$ cat src/rtl/add_num_csr_pkg.sv
// Shared constants and types for the add-num MMIO register stage:
// register word addresses, STATUS bit layout and the device feature header.
package add_num_csr_pkg;

  localparam logic [15:0] ADDR_DFH    = 16'h0000;
  localparam logic [15:0] ADDR_ID_L   = 16'h0002;
  localparam logic [15:0] ADDR_ID_H   = 16'h0004;
  localparam logic [15:0] ADDR_RSVD0  = 16'h0006;
  localparam logic [15:0] ADDR_RSVD1  = 16'h0008;
  localparam logic [15:0] ADDR_SRC    = 16'h000A;
  localparam logic [15:0] ADDR_DST    = 16'h000C;
  localparam logic [15:0] ADDR_CTRL   = 16'h000E;
  localparam logic [15:0] ADDR_STATUS = 16'h0010;
  localparam logic [15:0] ADDR_RESULT = 16'h0012;
  localparam logic [15:0] ADDR_CYCLES = 16'h0014;

  localparam int STATUS_BUSY_BIT    = 0;
  localparam int STATUS_DONE_BIT    = 1;
  localparam int STATUS_OVERRUN_BIT = 2;
  localparam int STATUS_W           = 3;

  // AFU feature header: type [63:60]=1, end-of-list [40]=1.
  localparam logic [63:0] DFH_VALUE = 64'h1000_0100_0000_0000;

  // Member order places busy at bit 0, done at bit 1, overrun at bit 2.
  typedef struct packed {
    logic overrun;
    logic done;
    logic busy;
  } t_add_num_status;

endpackage

$ cat src/rtl/add_num_sat_counter.sv
// Saturating up-counter with synchronous clear; clear takes priority over enable.
module add_num_sat_counter #(
  parameter int WIDTH = 32
) (
  input  logic             clk,
  input  logic             reset,
  input  logic             clear,
  input  logic             enable,
  output logic [WIDTH-1:0] count
);

  localparam logic [WIDTH-1:0] ONE = {{(WIDTH-1){1'b0}}, 1'b1};

  always_ff @(posedge clk) begin
    if (reset || clear) begin
      count <= '0;
    end else if (enable && (count != '1)) begin
      count <= count + ONE;
    end
  end

endmodule

$ cat src/rtl/add_num_csr.sv
// MMIO register stage for the add-num AFU: feature header, address registers,
// start pulse generation and capture of the engine's result and job length.
module add_num_csr
  import add_num_csr_pkg::*;
#(
  parameter logic [127:0] AFU_ID    = 128'h0,
  parameter int           CL_ADDR_W = 42
) (
  input  logic                 clk,
  input  logic                 reset,
  input  logic                 mmio_rd_valid,
  input  logic                 mmio_wr_valid,
  input  logic [15:0]          mmio_addr,
  input  logic [8:0]           mmio_tid,
  input  logic [63:0]          mmio_wr_data,
  output logic                 rsp_valid,
  output logic [8:0]           rsp_tid,
  output logic [63:0]          rsp_data,
  output logic                 eng_start,
  output logic [CL_ADDR_W-1:0] eng_src_addr,
  output logic [CL_ADDR_W-1:0] eng_dst_addr,
  input  logic                 eng_done,
  input  logic [15:0]          eng_result
);

  logic [CL_ADDR_W-1:0] src_addr;
  logic [CL_ADDR_W-1:0] dst_addr;
  t_add_num_status      status;
  logic [15:0]          result;
  logic [31:0]          cycles;
  logic [63:0]          rd_data;

  logic start_req;
  logic start_accept;
  logic done_evt;
  logic status_wr;
  logic unused_wr_bits;

  // Handshake: MMIO requests are single-cycle strobes with no backpressure;
  // each read strobe yields exactly one rsp_valid pulse one cycle later.
  assign start_req    = mmio_wr_valid && (mmio_addr == ADDR_CTRL) && mmio_wr_data[0];
  assign start_accept = start_req && !status.busy;
  assign done_evt     = eng_done && status.busy;
  assign status_wr    = mmio_wr_valid && (mmio_addr == ADDR_STATUS);

  assign unused_wr_bits = ^mmio_wr_data;

  assign eng_src_addr = src_addr;
  assign eng_dst_addr = dst_addr;

  always_ff @(posedge clk) begin
    if (reset) begin
      src_addr <= '0;
      dst_addr <= '0;
    end else if (mmio_wr_valid) begin
      if (mmio_addr == ADDR_SRC) src_addr <= mmio_wr_data[CL_ADDR_W-1:0];
      if (mmio_addr == ADDR_DST) dst_addr <= mmio_wr_data[CL_ADDR_W-1:0];
    end
  end

  // A start is only accepted when idle, so it can never coincide with done_evt.
  always_ff @(posedge clk) begin
    if (reset) begin
      status    <= '0;
      result    <= '0;
      eng_start <= 1'b0;
    end else begin
      eng_start <= start_accept;

      if (start_accept)  status.busy <= 1'b1;
      else if (done_evt) status.busy <= 1'b0;

      if (start_accept)  status.done <= 1'b0;
      else if (done_evt) status.done <= 1'b1;
      else if (status_wr && mmio_wr_data[STATUS_DONE_BIT]) status.done <= 1'b0;

      if (start_req && status.busy) status.overrun <= 1'b1;
      else if (status_wr && mmio_wr_data[STATUS_OVERRUN_BIT]) status.overrun <= 1'b0;

      if (done_evt) result <= eng_result;
    end
  end

  add_num_sat_counter #(
    .WIDTH(32)
  ) u_cycles (
    .clk    (clk),
    .reset  (reset),
    .clear  (start_accept),
    .enable (status.busy),
    .count  (cycles)
  );

  always_comb begin
    rd_data = '0;
    case (mmio_addr)
      ADDR_DFH:    rd_data = DFH_VALUE;
      ADDR_ID_L:   rd_data = AFU_ID[63:0];
      ADDR_ID_H:   rd_data = AFU_ID[127:64];
      ADDR_SRC:    rd_data[CL_ADDR_W-1:0] = src_addr;
      ADDR_DST:    rd_data[CL_ADDR_W-1:0] = dst_addr;
      ADDR_STATUS: rd_data[STATUS_W-1:0] = status;
      ADDR_RESULT: rd_data[15:0] = result;
      ADDR_CYCLES: rd_data[31:0] = cycles;
      default:     rd_data = '0;
    endcase
  end

  // Registering from pre-edge state makes a same-cycle write invisible to the read.
  always_ff @(posedge clk) begin
    if (reset) begin
      rsp_valid <= 1'b0;
      rsp_tid   <= '0;
      rsp_data  <= '0;
    end else begin
      rsp_valid <= mmio_rd_valid;
      if (mmio_rd_valid) begin
        rsp_tid  <= mmio_tid;
        rsp_data <= rd_data;
      end
    end
  end

endmodule

$ cat config.mk
export PLATFORM = sky130hd
export DESIGN_NAME = add_num_csr
export DESIGN_NICKNAME = d
export VERILOG_FILES = /design/src/rtl/add_num_csr_pkg.sv /design/src/rtl/add_num_sat_counter.sv /design/src/rtl/add_num_csr.sv
export SDC_FILE = /design/constraint.sdc
export NUM_CORES = 1
export LEC_CHECK = 0
export ABC_AREA = 1
export BUFFER_PORTS_ARGS = -buffer_cell sky130_fd_sc_hd__buf_2
export CAP_MARGIN = 10
export CORE_ASPECT_RATIO = 1.25
export CORE_UTILIZATION = 30
export CTS_CLUSTER_SIZE = 28
export DETAILED_ROUTE_END_ITERATION = 12
export PLACE_DENSITY = 0.5
export SLEW_MARGIN = 20
export SYNTH_ARGS = -nofsm -noshare
export SYNTH_HDL_FRONTEND = slang
export SYNTH_SLANG_ARGS = --single-unit
export TNS_END_PERCENT = 20
$ cat constraint.sdc
create_clock -name clk -period 2.58 [get_ports clk]
set_clock_uncertainty 0.15 [all_clocks]
set_input_delay 0.387 -clock clk [delete_from_list [all_inputs] [get_ports clk]]
set_output_delay 0.387 -clock clk [all_outputs]
set_load 0.02 [all_outputs]
======== Word-level counts from Yosys, hierarchy flattened ========
Cells that the tools add are included.
storage, ports and cells
  bits in registers ....................... 210
  bits of input ports ..................... 110
  output and inout bits ................... 159
cells by class
  reduce and logical (&&, ||, !) cells .... 18
  muxes and demuxes ....................... 11
  equal/unequal tests ..................... 7
  $add $sub $neg .......................... 1
operators by type and width
  kind                                                   count
  case mux 13 bit (4 select lines)                       1
  equality test 16 x 4 -> 1 bit (second input constant)  3
  equality test 16 x 5 -> 1 bit (second input constant)  3
  case mux 16 bit (3 select lines)                       1
  adder 32 x 1 -> 32 bit (second input constant)         1
  != test 32 bit (second input constant)                 1
  case mux 10 bit (3 select lines)                       1
  2-to-1 mux 19 bit                                      1
  zero test 16 bit                                       1
  case mux 3 bit (5 select lines)                        1
  logical AND 1 bit                                      9
  2-to-1 mux 1 bit                                       6
  nonzero test 2 bit                                     3
  AND reduction 2 bit                                    2
  OR reduction 2 bit                                     1
  zero test 1 bit                                        1
  logical OR 1 bit                                       1

======== Longest topological paths before layout ========
  word-level depth ........................ 5
  gate-level depth with buffers ........... 12
  depth with buffers taken out ............ 11

======== Cells and area by module ========
Synthesis repeated with hierarchy kept, for this count alone.
unflattened totals
  cell total of the unflattened synthesis .. 1278
  area, all modules ....................... 8842.2 um^2
by module, submodules not included
  module               sequential area each (um^2)  area each (um^2)  times used  cells each
  add_num_csr          3143.0                       6814.0            1           950
  add_num_sat_counter  640.6                        2028.2            1           328

======== Worst setup path after synthesis ========
Ideal clock, no wire load.
  path kind ............................... register to register
  start point ............................. register u_cycles.count[0]
  end point ............................... register u_cycles.count[30]
  arrival ................................. 1.563 ns
  required time ........................... 2.298 ns
  buffers on the path ..................... 2
  period minus slack after synthesis ...... 1.845 ns
  stages on the path, launching flop included .. 13
  setup slack ............................. 0.735 ns
  cells stage by stage .................... dfxtp_1 > ha_1 > inv_2 > nor2_4 > nand2_4 > nor2_4 > nand2_2 > nand2_2 > inv_2 > buf_6 > buf_6 > nand2_1 > a21oi_1
between the ends
  word-level cells in the longest chain between the ends .. 2
  elaborated cells between the ends (all ways) .. 3
  those cells by class .................... add/sub (1); eq/ne (1); reduce/logical (1)
RTL lines
  what                                                                            RTL line                   RTL
  start: declaration                                                              add_num_sat_counter.sv:9   output logic [WIDTH-1:0] count
  start signal: assignment                                                        add_num_sat_counter.sv:18  count <= count + ONE;
  parallel branches: the longest is 2 deep, another holds adder 32 x 1 -> 32 bit  n/a
Several ways; the timed one is not identified.
A chain may end at the register's enable or synchronous reset.

======== Final worst setup path ========
  start point ............................. register u_cycles.count[2]
  end point ............................... register u_cycles.count[19]
The elaborated chain is that of the path after synthesis.

==> impl_metrics.env <==
export IMPL_status="completed"
export IMPL_setup_tns_ns=0
export IMPL_syn_inst=1292
export IMPL_slew_violations=0
export IMPL_cp_arrival_ns=2.19
export IMPL_path_delay_family="simple AND/OR/NAND/NOR gates"
export IMPL_wl_mm=30.0
export IMPL_nNetsFinal=1594
export IMPL_clock_root_buffer="clkbuf_16"
export IMPL_rsz0062_at_grt="false"
export IMPL_ys_types=28
export IMPL_place_gp_congestion=0.865
export IMPL_fill_cells=3120
export IMPL_critPathMaxStageDelay_ns=0.49
export IMPL_yosysSeqAreaShare_pct=43.2
export IMPL_fin_util_pct=37.5
export IMPL_dp_hpwl_mm=21.1
export IMPL_coreArea_sq_um=28600
export IMPL_setup_viol_count_final=0
export IMPL_synthAdderAreaFrac_pct=0.143
export IMPL_grt_pass1_wl_mm=47.4
export IMPL_start_util_pct=30.7
export IMPL_die_w_um=155
export IMPL_grt_overflow_total=0
export IMPL_antenna_found_initial=2
export IMPL_area_growth_pct=22.3
export IMPL_ys_top_cells_by_area="dfxtp_1 (43%), nand2_1 (16%), a21oi_1 (9.1%), nand3_1 (7.3%), nor2_1 (5.1%)"
export IMPL_synth_flop_cell="dfxtp_1"
export IMPL_synth_mux_area_share_pct=0
export IMPL_crit_chain="nand3_1, nor2_2, nand2_1, nor2_1, nand3_1, o21ai_0, nor2_1"
export IMPL_critPathKind="flop to flop"
export IMPL_p_leak_nw=4.45
export IMPL_fp_dieArea_sq_um=29900
export IMPL_period_needed_ns=2.01
export IMPL_critical_path_buf_inv_count=0
export IMPL_syn_mean_instance_area_sq_um=6.78
export IMPL_synth_simple_gate_area_share_pct=31.0
export IMPL_synth_area_sq_um=8760
export IMPL_fin_crit_sh_pct=77.9
export IMPL_synth_top_family_by_area="simple AND/OR/NAND/NOR gates"
export IMPL_hp_class="input port to flop"
export IMPL_cts_tree="done"
export IMPL_yosysTopAreaCell="dfxtp_1"
export IMPL_clock_sinks=189
export IMPL_drc=0
export IMPL_sw_frac_of_total_pct=25.5
export IMPL_grt_max_degree=89
export IMPL_port_buffers=225
export IMPL_power_internal_mw=4.26
export IMPL_cts_clk_slew_worst_paths_ns=0.08
export IMPL_worst_setup_path_start_kind="flop"
export IMPL_post_cts_resized=0
export IMPL_drt_pass1_iter_count=5
export IMPL_cts_htree_levels=4
export IMPL_vdd_drop_max_v=0.000375
export IMPL_synth_xor_xnor_area_share_pct=1.50
export IMPL_crit_slowest_cell="dfxtp_1"
export IMPL_ys_async_sr_fraction_pct=0
export IMPL_first_global_vias=8490
export IMPL_num_vias=8872
export IMPL_io_pins=269
export IMPL_die_h_um=193
export IMPL_yosysMostFrequentCell="nand2_1"
export IMPL_antenna_left=0
export IMPL_routedWlPerCell_um=15.9
export IMPL_rows=69
export IMPL_synthTopCellsByCount="nand2_1 (366), dfxtp_1 (189), a21oi_1 (159), nand3_1 (127), nor2_1 (120)"
export IMPL_total_power_mw=5.72
export IMPL_synth_compound_area_share_pct=14.9
export IMPL_drt_iter0_markers=522
export IMPL_grt_usage_pct=20.5
export IMPL_post_synth_top_area_fraction_pct=43.2
export IMPL_numCtsBuffers=17
export IMPL_worst_endpoint_required_ns=2.76
export IMPL_yosys_register_bits=189
export IMPL_via_per_inst=4.70
export IMPL_p_per_area_nw_per_um2=534
export IMPL_p_clk_share_pct=43.6
export IMPL_cp_end_kind="flop"
export IMPL_relSlewSlack_pct=34.9
export IMPL_p_sw_mw=1.46
export IMPL_tightest_slew_ns=0.975
export IMPL_synth_edff_count=0
export IMPL_insertion_delay_ns=0.44
export IMPL_p_comb_share_pct=5.2
export IMPL_drive_above_1_share_pct=20.3
export IMPL_yosys_warnings=0
export IMPL_cap_viol_max_count=0
export IMPL_path_max_fanout=6
export IMPL_max_freq_mhz=498
export IMPL_clockBufferDepth=2
export IMPL_finalHoldViolations=0
export IMPL_pwr_share_seq_pct=51.2
-- area by class of cell --
type	count	area (sq um)	area share (%)
flip-flops and latches	189	3780	35.3
inverters	78	293	2.73
repair buffers	252	1350	12.6
clock buffers	17	425	3.97
well taps	390	488	4.55
multi-input cells	945	4260	39.8
clock inverters	15	111	1.04
diodes	1	2.50	0.0234
-- layer usage --
layer	GRT usage (%)	share of wire, %
met4	6.47	2.1
met3	5.05	5.4
met2	36.7	50
met1	24.1	42
met5	0	0.040
-- placed cells by master, fill, tap and decap left out --
| cell | count |
|---|---|
| inv_1 | 72 |
| diode_2 | 1 |
| nor2_4 | 5 |
| o21ai_1 | 12 |
| buf_2 | 224 |
| a21oi_1 | 159 |
| xnor2_1 | 4 |
| nor2_1 | 117 |
| inv_6 | 7 |
| nor2_2 | 6 |
| nand2_4 | 1 |
| buf_4 | 25 |
| xor2_1 | 11 |
| nand4_1 | 12 |
| nor3b_1 | 1 |
| clkinv_2 | 4 |
| clkinvlp_4 | 4 |
| o21ai_0 | 85 |
| conb_1 | 21 |
| nand2_2 | 4 |
| inv_2 | 6 |
| clkbuf_16 | 17 |
| ha_1 | 1 |
| a211oi_1 | 1 |
| nand3b_1 | 10 |
| nand3_1 | 127 |
| o21bai_1 | 2 |
| dlygate4sd3_1 | 2 |
| dfxtp_1 | 189 |
| buf_12 | 1 |
| nor3_1 | 1 |
| nand2_1 | 365 |
-- per-stage QoR --
step                      hold slack [ns]  area, sq um  instances  worst slack [ns]
final                              0.0213        10700       1887             0.571
after global routing               0.0192        10700       1886             0.400
after detailed placement            0.294        10200       1852             0.280
after CTS                        0.000839        10700       1886             0.583
after global placement              0.294        10200       1852             0.294
after floorplan                     0.275         8840       1312             0.735
-- sequential cells by signal, summed over array words and instances, names as in the netlist --
name	count
rsp_data	43
result	16
rsp_tid	9
rsp_valid	1
status	3
eng_dst_addr	42
eng_src_addr	42
u_cycles.count	32
eng_start	1
-- cell families (layout without fill, tap and decap cells) --
kind of cell / Yosys count / count (layout)
AO/OA/AOI/OAI: 259 / 259
XOR/XNOR: 15 / 15
adder cells (fa/ha/maj): 1 / 1
buffers and inverters: 178 / 362
flip-flops: 189 / 189
other: 1 / 22
AND/OR/NAND/NOR: 649 / 649
-- power groups by stage --
stage | Sequential (mW) | Combinational (mW) | Clock [mW]
final | 2.93 | 0.297 | 2.49
after global routing | 2.93 | 0.329 | 2.68
after CTS | 2.93 | 0.300 | 2.57
after detailed placement | 3.00 | 0.298 | 0
after global placement | 3.00 | 0.296 | 0
after floorplan | 3.02 | 0.157 | 0
-- path summary, 6_finish.rpt --
kind	endpoint	cells after the start	slack, ns	startpoint
max	u_cycles.count[19]	7	0.57	u_cycles.count[2]
min	rsp_tid[8]	3	0.02	mmio_tid[8]
max reg2reg	u_cycles.count[19]	7	0.57	u_cycles.count[2]
min reg2reg	result[0]	2	0.30	result[0]
-- timing repair --
item,4_1_cts,5_1_grt
buffers inserted,0,0
endpoints found under the hold margin,2,0
hold buffers,2,0
-- tightest hold or removal path, stage by stage --
cell    delay (ns)
buf_2         0.08
nor2_1        0.04
nor2_1        0.08
Power figures use the tool's default switching activity.
